**src/rtl/grant_burst_mover.sv**
```systemverilog
// grant_burst_mover: moves a granted requester's burst onto a shared valid/ready stream.
// Optional GBM_ABORT_EN: a grant dropped mid-burst ends the burst early.
module grant_burst_mover #(
  parameter int DATA_W = 8,
  parameter int LEN_W  = 4
) (
  input  logic              clock,
  input  logic              reset_n,
  input  logic              gnt_0,
  input  logic              gnt_1,
  input  logic [LEN_W-1:0]  len_0,
  input  logic [LEN_W-1:0]  len_1,
  input  logic [DATA_W-1:0] data_0,
  input  logic [DATA_W-1:0] data_1,
  output logic              rd_0,
  output logic              rd_1,
  output logic              out_valid,
  input  logic              out_ready,
  output logic [DATA_W-1:0] out_data,
  output logic              out_last,
  output logic              done_0,
  output logic              done_1,
  output logic              busy
);
  typedef enum logic [1:0] {IDLE, XFER0, XFER1, RELEASE} state_t;
  state_t state_q, state_d;
  logic [LEN_W-1:0] cnt_q, cnt_d;
  logic xfer, sel1, fire, stop;
  always_ff @(posedge clock or negedge reset_n)
    if (!reset_n) begin
      state_q <= IDLE;
      cnt_q   <= '0;
    end else begin
      state_q <= state_d;
      cnt_q   <= cnt_d;
    end
  // A zero-length grant still spends one cycle in XFERx so done_x lands a cycle after the grant.
  always_comb begin
    state_d   = state_q;
    cnt_d     = cnt_q;
    xfer      = state_q == XFER0 || state_q == XFER1;
    sel1      = state_q == XFER1;
    out_valid = xfer && cnt_q != '0;
    out_data  = !xfer ? '0 : sel1 ? data_1 : data_0;
    out_last  = out_valid && cnt_q == LEN_W'(1);
    fire      = out_valid && out_ready;
`ifdef GBM_ABORT_EN
    stop      = xfer && (cnt_q == '0 || (fire && cnt_q == LEN_W'(1)) || !(sel1 ? gnt_1 : gnt_0));
`else
    stop      = xfer && (cnt_q == '0 || (fire && cnt_q == LEN_W'(1)));
`endif
    rd_0      = fire && !sel1;
    rd_1      = fire && sel1;
    done_0    = stop && !sel1;
    done_1    = stop && sel1;
    busy      = state_q != IDLE;
    if (state_q == IDLE) begin
      if (gnt_0) begin
        cnt_d   = len_0;
        state_d = XFER0;
      end else if (gnt_1) begin
        cnt_d   = len_1;
        state_d = XFER1;
      end
    end else if (xfer) begin
      cnt_d   = fire ? cnt_q - LEN_W'(1) : cnt_q;
      state_d = stop ? RELEASE : state_q;
    end else if (!gnt_0 && !gnt_1) begin
      state_d = IDLE;
    end
  end
endmodule

```
**config.mk**
```make
export PLATFORM = sky130hd
export DESIGN_NAME = grant_burst_mover
export DESIGN_NICKNAME = d
export VERILOG_FILES = /design/src/rtl/grant_burst_mover.sv
export SDC_FILE = /design/constraint.sdc
export NUM_CORES = 1
export LEC_CHECK = 0
export CORE_AREA = 8 8 54 56
export CTS_CLUSTER_DIAMETER = 50
export CTS_CLUSTER_SIZE = 28
export DETAILED_ROUTE_END_ITERATION = 8
export DIE_AREA = 0 0 62 64
export GPL_ROUTABILITY_DRIVEN = 0
export PLACE_DENSITY = 0.87
export REMOVE_ABC_BUFFERS = 1
export SETUP_SLACK_MARGIN = 0.15
export SYNTH_ARGS = -nofsm -noshare
export SYNTH_HDL_FRONTEND = slang
export SYNTH_SLANG_ARGS = --single-unit
```
**constraint.sdc**
```tcl
create_clock -name clock -period 2 [get_ports clock]
set_clock_uncertainty 0.15 [all_clocks]
set_input_delay 0.3 -clock clock [delete_from_list [all_inputs] [get_ports clock]]
set_output_delay 0.3 -clock clock [all_outputs]
set_load 0.01 [all_outputs]
```
==> impl_metrics.env <==
export IMPL_outcome="finished with violations"
export IMPL_violations="negative setup slack"
export IMPL_grt_max_degree=9
export IMPL_grt_usage_pct=16.5
export IMPL_rsz0062_at_grt="true"
export IMPL_finalHoldViolCount=0
export IMPL_critPathMaxFanout=6
export IMPL_drv_slew=0
export IMPL_cts_clk_slew_worst_paths_ps=50
export IMPL_cellPowerDensity_mw_per_mm2=1550
export IMPL_seq_power_share_pct=8.9
export IMPL_worstSetupPathType="flip-flop to output port"
export IMPL_async_flop_share_pct=100
export IMPL_grt_overflow=0
export IMPL_fin_nets=196
export IMPL_critPathRequiredTime_ps=1550
export IMPL_peakVddDrop_mv=1.18
export IMPL_cp_data_arrival_time_ps=1590
export IMPL_row_count=17
export IMPL_numCtsBuffers=3
export IMPL_worst_slack_ps=-43.2
export IMPL_yosysSeqAreaShare_pct=20.8
export IMPL_antenna_left=0
export IMPL_syn2layout_area_growth_pct=136
export IMPL_grt_pass1_wl_mm=5.15
export IMPL_p_leak_nw=0.708
export IMPL_p_int_mw=1.56
export IMPL_hpwl_mm=2.10
export IMPL_hp_class="input port to asynchronous set/reset pin"
export IMPL_firstDrtPassIters=4
export IMPL_critPathSlowestCell="dfrtp_1"
export IMPL_fmax_mhz=489
export IMPL_cp_start_kind="flip-flop"
export IMPL_h_tree_depth=1
export IMPL_syn_avg_cell_area_um2=8.31
export IMPL_clockBufferDepth=2
export IMPL_antenna_found_initial=0
export IMPL_cp_end_kind="output port"
export IMPL_cts_tree="built"
export IMPL_crit_chain="inv_2 > ha_4 > buf_12 > buf_12 > mux2i_4 > nor2b_4 > buf_6"
export IMPL_dp_cells=170
export IMPL_wirelength_mm=4.27
export IMPL_fp_dieW_um=62
export IMPL_clkLatencyLatePin_ps=250
export IMPL_start_util_pct=34.3
export IMPL_wl_per_cell_um=22.7
export IMPL_setup_viol=8
export IMPL_maxCapViolCount=0
export IMPL_cts_sinks=6
export IMPL_synthCells=87
export IMPL_fin_util_pct=81.2
export IMPL_worstMarginPinSlew_ps=350
export IMPL_cp_common_cell="buf_12"
export IMPL_p_clk_share_pct=4.3
export IMPL_core_area_mm2=0.00211
export IMPL_stdcell_count=188
export IMPL_place_port_buffers=43
export IMPL_die_h_um=64
export IMPL_dominantRegCellSynth="dfrtp_1"
export IMPL_synthDistinctLibCells=33
export IMPL_die_area_mm2=0.00397
export IMPL_max_stage_delay_ps=390
export IMPL_grt_pass1_vias=1113
export IMPL_fin_crit_ps=2040
export IMPL_drive_gt1_share_pct=50.0
export IMPL_period_share_pct=102
export IMPL_drc=0
export IMPL_pin_count=44
export IMPL_synth_seq_cells=6
export IMPL_synth_edf_count=0
export IMPL_antennaDiodeCount=0
export IMPL_power_switching_share_pct=41.5
export IMPL_cts_root_buf="clkbuf_4"
export IMPL_ys_warn_count=0
export IMPL_vias=1085
export IMPL_switching_power_mw=1.10
export IMPL_relSlewSlack_pct=76.5
export IMPL_syn_cell_area_um2=723
export IMPL_viasPerCell=5.77
export IMPL_power_frac_comb_pct=86.7
export IMPL_first_iter_violations=45
==> cell type report <==
cell class,instances,area [um2]
Timing Repair Buffer,75,753
Multi-Input combinational cell,70,726
Fill cell,100,397
Sequential cell,6,150
Tap cell,28,35.0
Clock buffer,3,22.5
Inverter,6,22.5
==> power by group through the flow <==
stage                     sequential [mW]  combinational [mW]  clock [mW]
after global placement              0.218                1.39           0
final                               0.237                2.30       0.115
after global routing                0.236                2.40       0.126
after floorplan                     0.242               0.673           0
after detailed placement            0.220                1.43           0
after CTS                           0.230                1.86       0.116
==> metal layers <==
metal	global-route usage, %	share of wire [%]	up-vias
met1	17.1	38	505
met3	4.80	14	14
li1	-	-	468
met5	0	0	-
met4	5.98	2.6	0
met2	29.8	46	98
==> sequential cells by signal, indices dropped and copies added, names as in the netlist <==
| register | flops |
|---|---|
| cnt_q | 4 |
| state_q | 2 |
==> synth_stat cells (2+ instances only) <==
master	number	share of area (%)
nor2_1	7	3.6
inv_1	6	3.1
nor2b_1	13	11
o21ai_0	3	2.1
nand4_1	2	1.7
and3_1	2	1.7
o32ai_1	2	2.4
o2111a_1	2	3.1
mux2i_1	8	11
nor3b_1	3	3.1
ha_1	5	8.7
and2_1	3	2.6
buf_2	3	2.1
dfrtp_1	6	21
a311o_1	2	2.8
nand2_1	3	1.6
==> critical path: cells and delay by family, from the launching register on <==
kind | cells | cell delay (ps)
mux | 1 | 240
buf+inv | 4 | 480
simple gates | 1 | 60
fa+ha+maj | 1 | 170
flops | 1 | 390
==> worst paths after layout <==
check	from	endpoint	slack (ps)	depth (start not counted)
worst min register to register	cnt_q[1]$_DFFE_PN0P_	cnt_q[1]$_DFFE_PN0P_	550	2
worst max-delay path	state_q[0]$_DFFE_PN0P_	out_data[0]	-40	7
worst min-delay path	reset_n	state_q[0]$_DFFE_PN0P_	150	1
max in group asynchronous	reset_n	cnt_q[0]$_DFFE_PN0P_	1330	1
min in group clock	cnt_q[1]$_DFFE_PN0P_	cnt_q[1]$_DFFE_PN0P_	550	2
worst max register to register	state_q[0]$_DFFE_PN0P_	cnt_q[1]$_DFFE_PN0P_	110	7
==> per-stage QoR <==
| stage | setup WS [ps] | area (um2) | TNS [ps] | hold slack, ps | total power [mW] |
|---|---|---|---|---|---|
| 3_3_place_gp | -237 | 1310 | -943 | 403 | 1.60 |
| 3_5_place_dp | -326 | 1310 | -1460 | 416 | 1.65 |
| 6_report | -43.2 | 1710 | -260 | 148 | 2.66 |
| 2_1_floorplan | 193 | 699 | 0 | -146 | 0.915 |
| 4_1_cts | -45.2 | 1550 | -142 | 153 | 2.20 |
| 5_1_grt | -97.2 | 1710 | -692 | 161 | 2.76 |
==> logic make-up after synthesis <==
| logic type | Yosys count | share of synthesized area (%) |
|---|---|---|
| AO/OA/AOI/OAI | 17 | 19.0 |
| adder cells (fa/ha/maj) | 5 | 8.65 |
| buffers and inverters | 11 | 6.40 |
| flip-flops | 6 | 20.8 |
| multiplexers | 9 | 12.6 |
| AND/OR/NAND/NOR | 39 | 32.5 |
==> layout by cell type (no fill, tap or decap), types with 2 or more instances in the layout <==
| cell type | count |
|---|---|
| clkdlybuf4s50_1 | 28 |
| buf_6 | 19 |
| buf_4 | 19 |
| nor2b_1 | 7 |
| nor2_1 | 7 |
| nor2b_4 | 6 |
| dfrtp_1 | 6 |
| mux2i_4 | 5 |
| ha_4 | 4 |
| buf_2 | 4 |
| inv_2 | 3 |
| inv_1 | 3 |
| and2_4 | 3 |
| nor3b_1 | 3 |
| o21ai_0 | 3 |
| clkbuf_4 | 3 |
| buf_12 | 3 |
| mux2i_1 | 2 |
| and3_4 | 2 |
| o32ai_1 | 2 |
| a311o_1 | 2 |
| nand4_1 | 2 |
| o2111a_1 | 2 |
| nand2_1 | 2 |
==> repair_timing <==
| action | 4_1_cts | 5_1_grt |
|---|---|---|
| gates resized for setup | 89 | 26 |
| gates cloned | 1 | 0 |
| setup endpoints to repair | 15 | 18 |
| pin swaps | 3 | 7 |
| hold buffers | 0 | 0 |
| setup buffers | 12 | 2 |
Power figures use the tool's default switching activity.
